File: src/rtl/tw_addr_gen.sv
// tw_addr_gen: per-stage twiddle ROM read-address generator with latency-matched valid/done.
// Optional build macro TW_ADDR_BITREV_EN: bit-reverse the STAGE-bit address field
// (ROM stored in bit-reversed order); latency and handshakes are unchanged.
module tw_addr_gen #(
    parameter int LOGN        = 12,
    parameter int STAGE       = 1,
    parameter int DELAY_BROM  = 2,
    parameter int ALIGN_EXTRA = 1
) (
    input  logic            clk,
    input  logic            rst,
    input  logic            start,
    input  logic            intt_in,
    input  logic            in_valid,
    output logic [LOGN-1:0] raddr,
    output logic            intt,
    output logic            tw_valid,
    output logic            busy,
    output logic            done
);
    // Twiddle latency through the ROM wrapper; the valid line also covers the raddr register.
    localparam int L  = DELAY_BROM + ALIGN_EXTRA;
    localparam int SH = LOGN - 1 - STAGE;
    localparam logic [LOGN-2:0] CNT_LAST = '1;
    localparam logic [LOGN-2:0] CNT_ONE  = 1;

    typedef enum logic [1:0] {IDLE, RUN, DRAIN} state_t;

    state_t          state_q, state_d;
    logic [LOGN-2:0] cnt_q, cnt_d, fld, rev;
    logic [LOGN-1:0] raddr_q, raddr_d;
    logic            intt_q, intt_d, busy_q, busy_d;
    logic [L:0]      vld_q, vld_d, last_q, last_d;
    logic            issue;

    assign issue = (state_q == RUN) && in_valid;

    // Address field of the current butterfly count, in ROM storage order.
    always_comb begin
        fld = cnt_q >> SH;
`ifdef TW_ADDR_BITREV_EN
        rev = '0;
        for (int i = 0; i < STAGE; i++) rev[i] = fld[STAGE-1-i];
`else
        rev = fld;
`endif
    end

    // Next-state logic: pass control, counting, address issue and the valid/last delay lines.
    always_comb begin
        state_d   = state_q;
        cnt_d     = cnt_q;
        raddr_d   = raddr_q;
        intt_d    = intt_q;
        busy_d    = busy_q;
        vld_d     = vld_q << 1;
        vld_d[0]  = issue;
        last_d    = last_q << 1;
        last_d[0] = issue && (cnt_q == CNT_LAST);
        case (state_q)
            IDLE: begin
                if (start) begin
                    state_d = RUN;
                    cnt_d   = '0;
                    intt_d  = intt_in;
                    busy_d  = 1'b1;
                end
            end
            RUN: begin
                if (in_valid) begin
                    raddr_d = {1'b0, rev};
                    cnt_d   = cnt_q + CNT_ONE;
                    state_d = (cnt_q == CNT_LAST) ? DRAIN : RUN;
                end
            end
            DRAIN: begin
                if (last_q[L]) begin
                    state_d = IDLE;
                    busy_d  = 1'b0;
                end
            end
            default: state_d = IDLE;
        endcase
    end

    // State register; reset aborts a pass immediately and flushes in-flight tokens.
    always_ff @(posedge clk or posedge rst) begin
        if (rst) begin
            state_q <= IDLE;
            cnt_q   <= '0;
            raddr_q <= '0;
            intt_q  <= 1'b0;
            busy_q  <= 1'b0;
            vld_q   <= '0;
            last_q  <= '0;
        end else begin
            state_q <= state_d;
            cnt_q   <= cnt_d;
            raddr_q <= raddr_d;
            intt_q  <= intt_d;
            busy_q  <= busy_d;
            vld_q   <= vld_d;
            last_q  <= last_d;
        end
    end

    assign raddr    = raddr_q;
    assign intt     = intt_q;
    assign tw_valid = vld_q[L];
    assign busy     = busy_q;
    assign done     = last_q[L];
endmodule
File: config.mk
export PLATFORM = sky130hd
export DESIGN_NAME = tw_addr_gen
export DESIGN_NICKNAME = d
export VERILOG_FILES = /design/src/rtl/tw_addr_gen.sv
export SDC_FILE = /design/constraint.sdc
export NUM_CORES = 1
export LEC_CHECK = 0
export ABC_AREA = 0
export CAP_MARGIN = 20
export CORE_MARGIN = 4
export CORE_UTILIZATION = 30
export DETAILED_ROUTE_END_ITERATION = 7
export DONT_BUFFER_PORTS = 1
export PLACE_DENSITY_LB_ADDON = 0.1
export SYNTH_ARGS = -nofsm -noshare
export SYNTH_HDL_FRONTEND = slang
export SYNTH_SLANG_ARGS = --single-unit
export TNS_END_PERCENT = 30
File: constraint.sdc
create_clock -name clk -period 1.46 [get_ports clk]
set_input_delay 0.365 -clock clk [delete_from_list [all_inputs] [get_ports clk]]
set_output_delay 0.365 -clock clk [all_outputs]
set_load 0.01 [all_outputs]
# Yosys cells after proc, flatten, opt, wreduce, memory -nomap -nowiden

Index checks and enable logic that the tools add are counted.

Bits in registers: 24
Input port bits: 5
Output and inout bits: 16
Logic and storage cells: 35

Add/sub/neg operators: 1
Eq/ne operators: 6
Multiplexer cells: 11
Reductions and logical operators: 10

Operators with widths:

| kind                                           | number |
|---|---|
| two-way mux 11 bit                             | 2 |
| one-hot mux 11 bit (2 select lines)            | 1 |
| adder 11 x 1 -> 11 bit (second input constant) | 1 |
| == test 11 bit (second input constant)         | 1 |
| AND reduction 3 bit                            | 3 |
| two-way mux 2 bit                              | 4 |
| != test 2 bit (second input constant)          | 3 |
| one-hot mux 2 bit (3 select lines)             | 1 |
| AND reduction 2 bit                            | 2 |
| nonzero test 2 bit                             | 2 |
| == test 2 x 1 -> 1 bit (second input constant) | 1 |
| == test 2 bit (second input constant)          | 1 |
| logical AND 1 bit                              | 2 |
| zero test 2 bit                                | 1 |
| two-way mux 1 bit                              | 2 |
| one-hot mux 1 bit (2 select lines)             | 1 |

# Depth between registers and ports, before layout

Depth after elaboration: 4
Mapped depth: 7

# Worst setup path before layout

No wires, ideal clock.

Path type: flip-flop to flip-flop
Start point: register state_q[0]
End point: register cnt_q[8]
Setup time: 0.119 ns
Arrival time: 1.421 ns
Path slack: -0.079 ns
Cell stages (with the launch flop): 7
Path through: dfrtp_1 -> buf_4 -> mux2i_1 -> or2_0 -> buf_2 -> o31a_1 -> o21a_1

Cells in the longest elaborated chain, start to end: 3
Elaborated cells on any way between the ends: 7
Classes of those cells: 3 x eq/ne; 1 x mux; 3 x reduce/logical

Ends and longest elaborated chain:

| element                                                              | line | RTL |
|---|---|---|
| start, declared                                                      | 29   | `state_t state_q, state_d;` |
| start signal, assigned                                               | 97   | `state_q <= state_d;` |
| == test 2 x 1 -> 1 bit / zero test 2 bit (equally long branches)     | 60   | `case (state_q)` |
| != test 2 bit (no line) / nonzero test 2 bit (equally long branches) | n/a  |  |
| AND reduction 3 bit (no line)                                        | n/a  |  |
| end signal, assigned                                                 | 98   | `cnt_q <= cnt_d;` |
| end, declared                                                        | 30   | `logic [LOGN-2:0] cnt_q, cnt_d, fld, rev;` |

Parallel ways exist; a longest one is shown, timed or not.
A chain may end at the register's enable or synchronous reset.

# Worst setup path in the final report

Ends and elaborated chain as after synthesis.

==> metrics.md <==
| Metric | Value |
|---|---|
| Outcome | finished, final reports clean |
| Critical-path cell list | mux2i_4 > or2_4 > o31a_1 > o21a_1 |
| Clock H-tree levels | 1 |
| Met1 Use GR | approximately 13% |
| Core area | between 3000 and 4000 µm² |
| Share of power burned in registers | 46.7% |
| PortBufs | 0 |
| Sink Count | 24 |
| Power, Total | 1710 µW |
| Worst skew pair latency | 0.27 ns |
| Setup violations, final | 0 |
| Clock skew | around 0.0064 ns |
| PD cells | 1270 nW/µm² |
| Grt ovf | 0 |
| Largest cells by area after synthesis | dfrtp_1, buf_4, nand3_1 |
| Drt total wl | 2.19 mm |
| Mapped Cells | 107 |
| Initial cell density of the core | 32.1% |
| Pleak | roughly 0.00061 µW |
| WS Path Type | reg -> reg |
| Average size of a mapped cell | 10.3 µm² |
| Global routing's busiest layer | met2 |
| Slowest stage delay, CP | 0.43 ns |
| Final #Nets | 134 |
| Final Cycle Share | 95.7% |
| Ports | 21 |
| Power Internal | 1280 µW |
| CTS tree | built |
| Via density | 4.68 |
| Switching part of the total | between 20% and 30% |
| Antenna viol nets, final | 0 |
| Post-Syn Area | 1110 µm² |
| Kind of path behind the tightest hold check | in -> reg |
| Die Height | between 60 and 70 µm |
| Data arrival time at the worst-slack endpoint | 1.56 ns |
| Met2 Resource Use GR | 17.3% |
| Vias after detailed routing | ~800 |
| Ant diodes | 0 |
| Filler instances | 345 |
| Data required, critical path | 1.63 ns |
| Maximum VDD drop | 0.399 mV |
| Sequential-to-total area share from yosys stat | 54.3% |
| First-pass GRT wire length | 3.66 mm |
| Most common library cells after synthesis | dfrtp_1, buf_4, nand2_1 |
| Largest net degree at the start of global routing | 15 |
| Clock transition at path regs | 0.09 ns |
| Clock power frac | 34.0% |
| M3 GR Usage | 2.92% |
| Final hold vios | 0 |
| Buffers & Inverters on Critical Path | 0 |
| Overall Global Routing Usage | 10.5% |
| Post-Place Cells | 168 |
| Root Driver | clkbuf_8 |
| DR DRC count | 0 |
| Flops & latches, synth | 24 |
| Critical path endpoint category | flop |
| Chip width | around 69 µm |
| Clock buffer depth | 2 |
| Unrepaired setup endpoints after global routing | yes |
| CTS Buf Count | 3 |
| Vias in the first global route | between 800 and 900 |
| Rows | 21 |
| Post-synth EDFFs | 0 |
| Predominant post-synthesis flop cell | dfrtp_1 |
| P_sw | 437 µW |
| Tmin final | 1.40 ns |
| Count of different cell masters after synthesis | 31 |
| Yosys warns | 0 |
| Logic gate share of total power | 19.2% |
| Post-synth top area share | between 50% and 60% |
| RD Place Congestion | 0.790 |
| Routed len/inst | 12.6 µm |
| CP max FO | 6 |
| Most frequent cell after synthesis | dfrtp_1 |
| Area Overhead vs Synth | 21.6% |
| Setup_tns | 0 ns |
| Fin Hold WS | between 0.2 and 0.25 ns |
| Die area | 4720 µm² |
| DR pass1 iterations | 4 |
| DPL Wire Length | 1.66 mm |
| FFs w/ async S/R, synth | 100% |
| Area leader, netlist | dfrtp_1 |
| Max-cap check violation count | 0 |
| Cell family with most CP delay | flip-flops |
| Max-slew violation count | 0 |
| Layout cells sized above 1 | about a quarter |
| 1st-iter DRT viols | 43 |
| Max stage delay cell, worst path | dfrtp_1 |
| Finished Layout Cells | approximately 170 |
| Initial antenna violation count | 0 |
| Setup Fix Bufs, Post-CTS | 0 |
| Max frequency | approximately 720 MHz |
| Critical path launch point type | flop |
-- registers in the layout, summed over array words and instances (netlist names) --
name     count
busy         1
raddr        1
intt         1
cnt_q       11
vld_q        4
state_q      2
last_q       4
-- cell families after synthesis --
family	share of synthesized area (%)
adder cells (fa/ha/maj)	1.13
multiplexers	1.92
other	0.339
AND/OR/NAND/NOR	18.1
buffers and inverters	11.1
AO/OA/AOI/OAI	10.7
flip-flops	54.3
XOR/XNOR	2.38
-- area by class of cell --
class / instances / area, µm² / area share [%]
inverter: 6 / 22.5 / 1.67
multi-input combinational: 73 / 440 / 32.7
timing repair buffer: 20 / 153 / 11.3
clock buffer: 3 / 41.3 / 3.07
sequential: 24 / 601 / 44.7
clock inverter: 1 / 30.0 / 2.23
tap: 46 / 57.6 / 4.28
-- power by group through the flow --
stage	Combinational, µW	Clock [µW]	Sequential [µW]
6_report	330	583	800
5_1_grt	377	620	813
4_1_cts	330	602	803
3_5_place_dp	323	0	817
3_3_place_gp	328	0	814
2_1_floorplan	177	0	833
-- routing by layer --
metal	wire length [µm]	share of wire, %	up-vias
li1	-	-	392
met3	133	6.1	4
met1	977	45	387
met5	0	0	-
met2	1040	48	26
met4	36	1.6	0
-- layout by cell type (no fill, tap or decap), drive strengths merged, types with 2 or more instances in the layout --
master and n:
dfrtp 24, buf 19, conb 11, nand2 9, o21ai 7, nand3 7, inv 6, nor2 5
nand4 4, nor4 4, a21oi 3, clkbuf 3, nor3 2, xnor2 2, o41ai 2, nand3b 2
-- through the flow --
stage	setup slack [ns]	utilization, %	cell area, µm²
3_3_place_gp	0.0276	36.5	1260
3_5_place_dp	-0.0262	36.5	1260
5_1_grt	-0.0512	39.1	1350
4_1_cts	0.00695	38.9	1340
2_1_floorplan	-0.0490	-	1160
6_report	0.0626	39.1	1350
-- final timing paths --
| check | start | end | slack (ns) | cells after the start |
|---|---|---|---|---|
| setup / recovery | state_q[0]$_DFFE_PP0P_ | cnt_q[8]$_DFFE_PP0P_ | 0.06 | 4 |
| hold / removal | in_valid | state_q[0]$_DFFE_PP0P_ | 0.23 | 1 |
| setup reg to reg | state_q[0]$_DFFE_PP0P_ | cnt_q[8]$_DFFE_PP0P_ | 0.06 | 4 |
| hold reg to reg | last_q[1]$_DFF_PP0_ | last_q[2]$_DFF_PP0_ | 0.35 | 0 |
| max in group asynchronous | rst | state_q[1]$_DFFE_PP0P_ | 0.75 | 3 |
| min in group asynchronous | rst | cnt_q[2]$_DFFE_PP0P_ | 0.55 | 3 |
-- repair_timing --
| item | 4_1_cts | 5_1_grt |
|---|---|---|
| endpoints found under the hold margin | 10 | 0 |
| resized for setup | 1 | 4 |
| pin swaps | 1 | 1 |
| hold buffers | 1 | 0 |
| endpoints found under the setup margin | 2 | 9 |
Note: power is estimated with default switching activity, not from simulation.
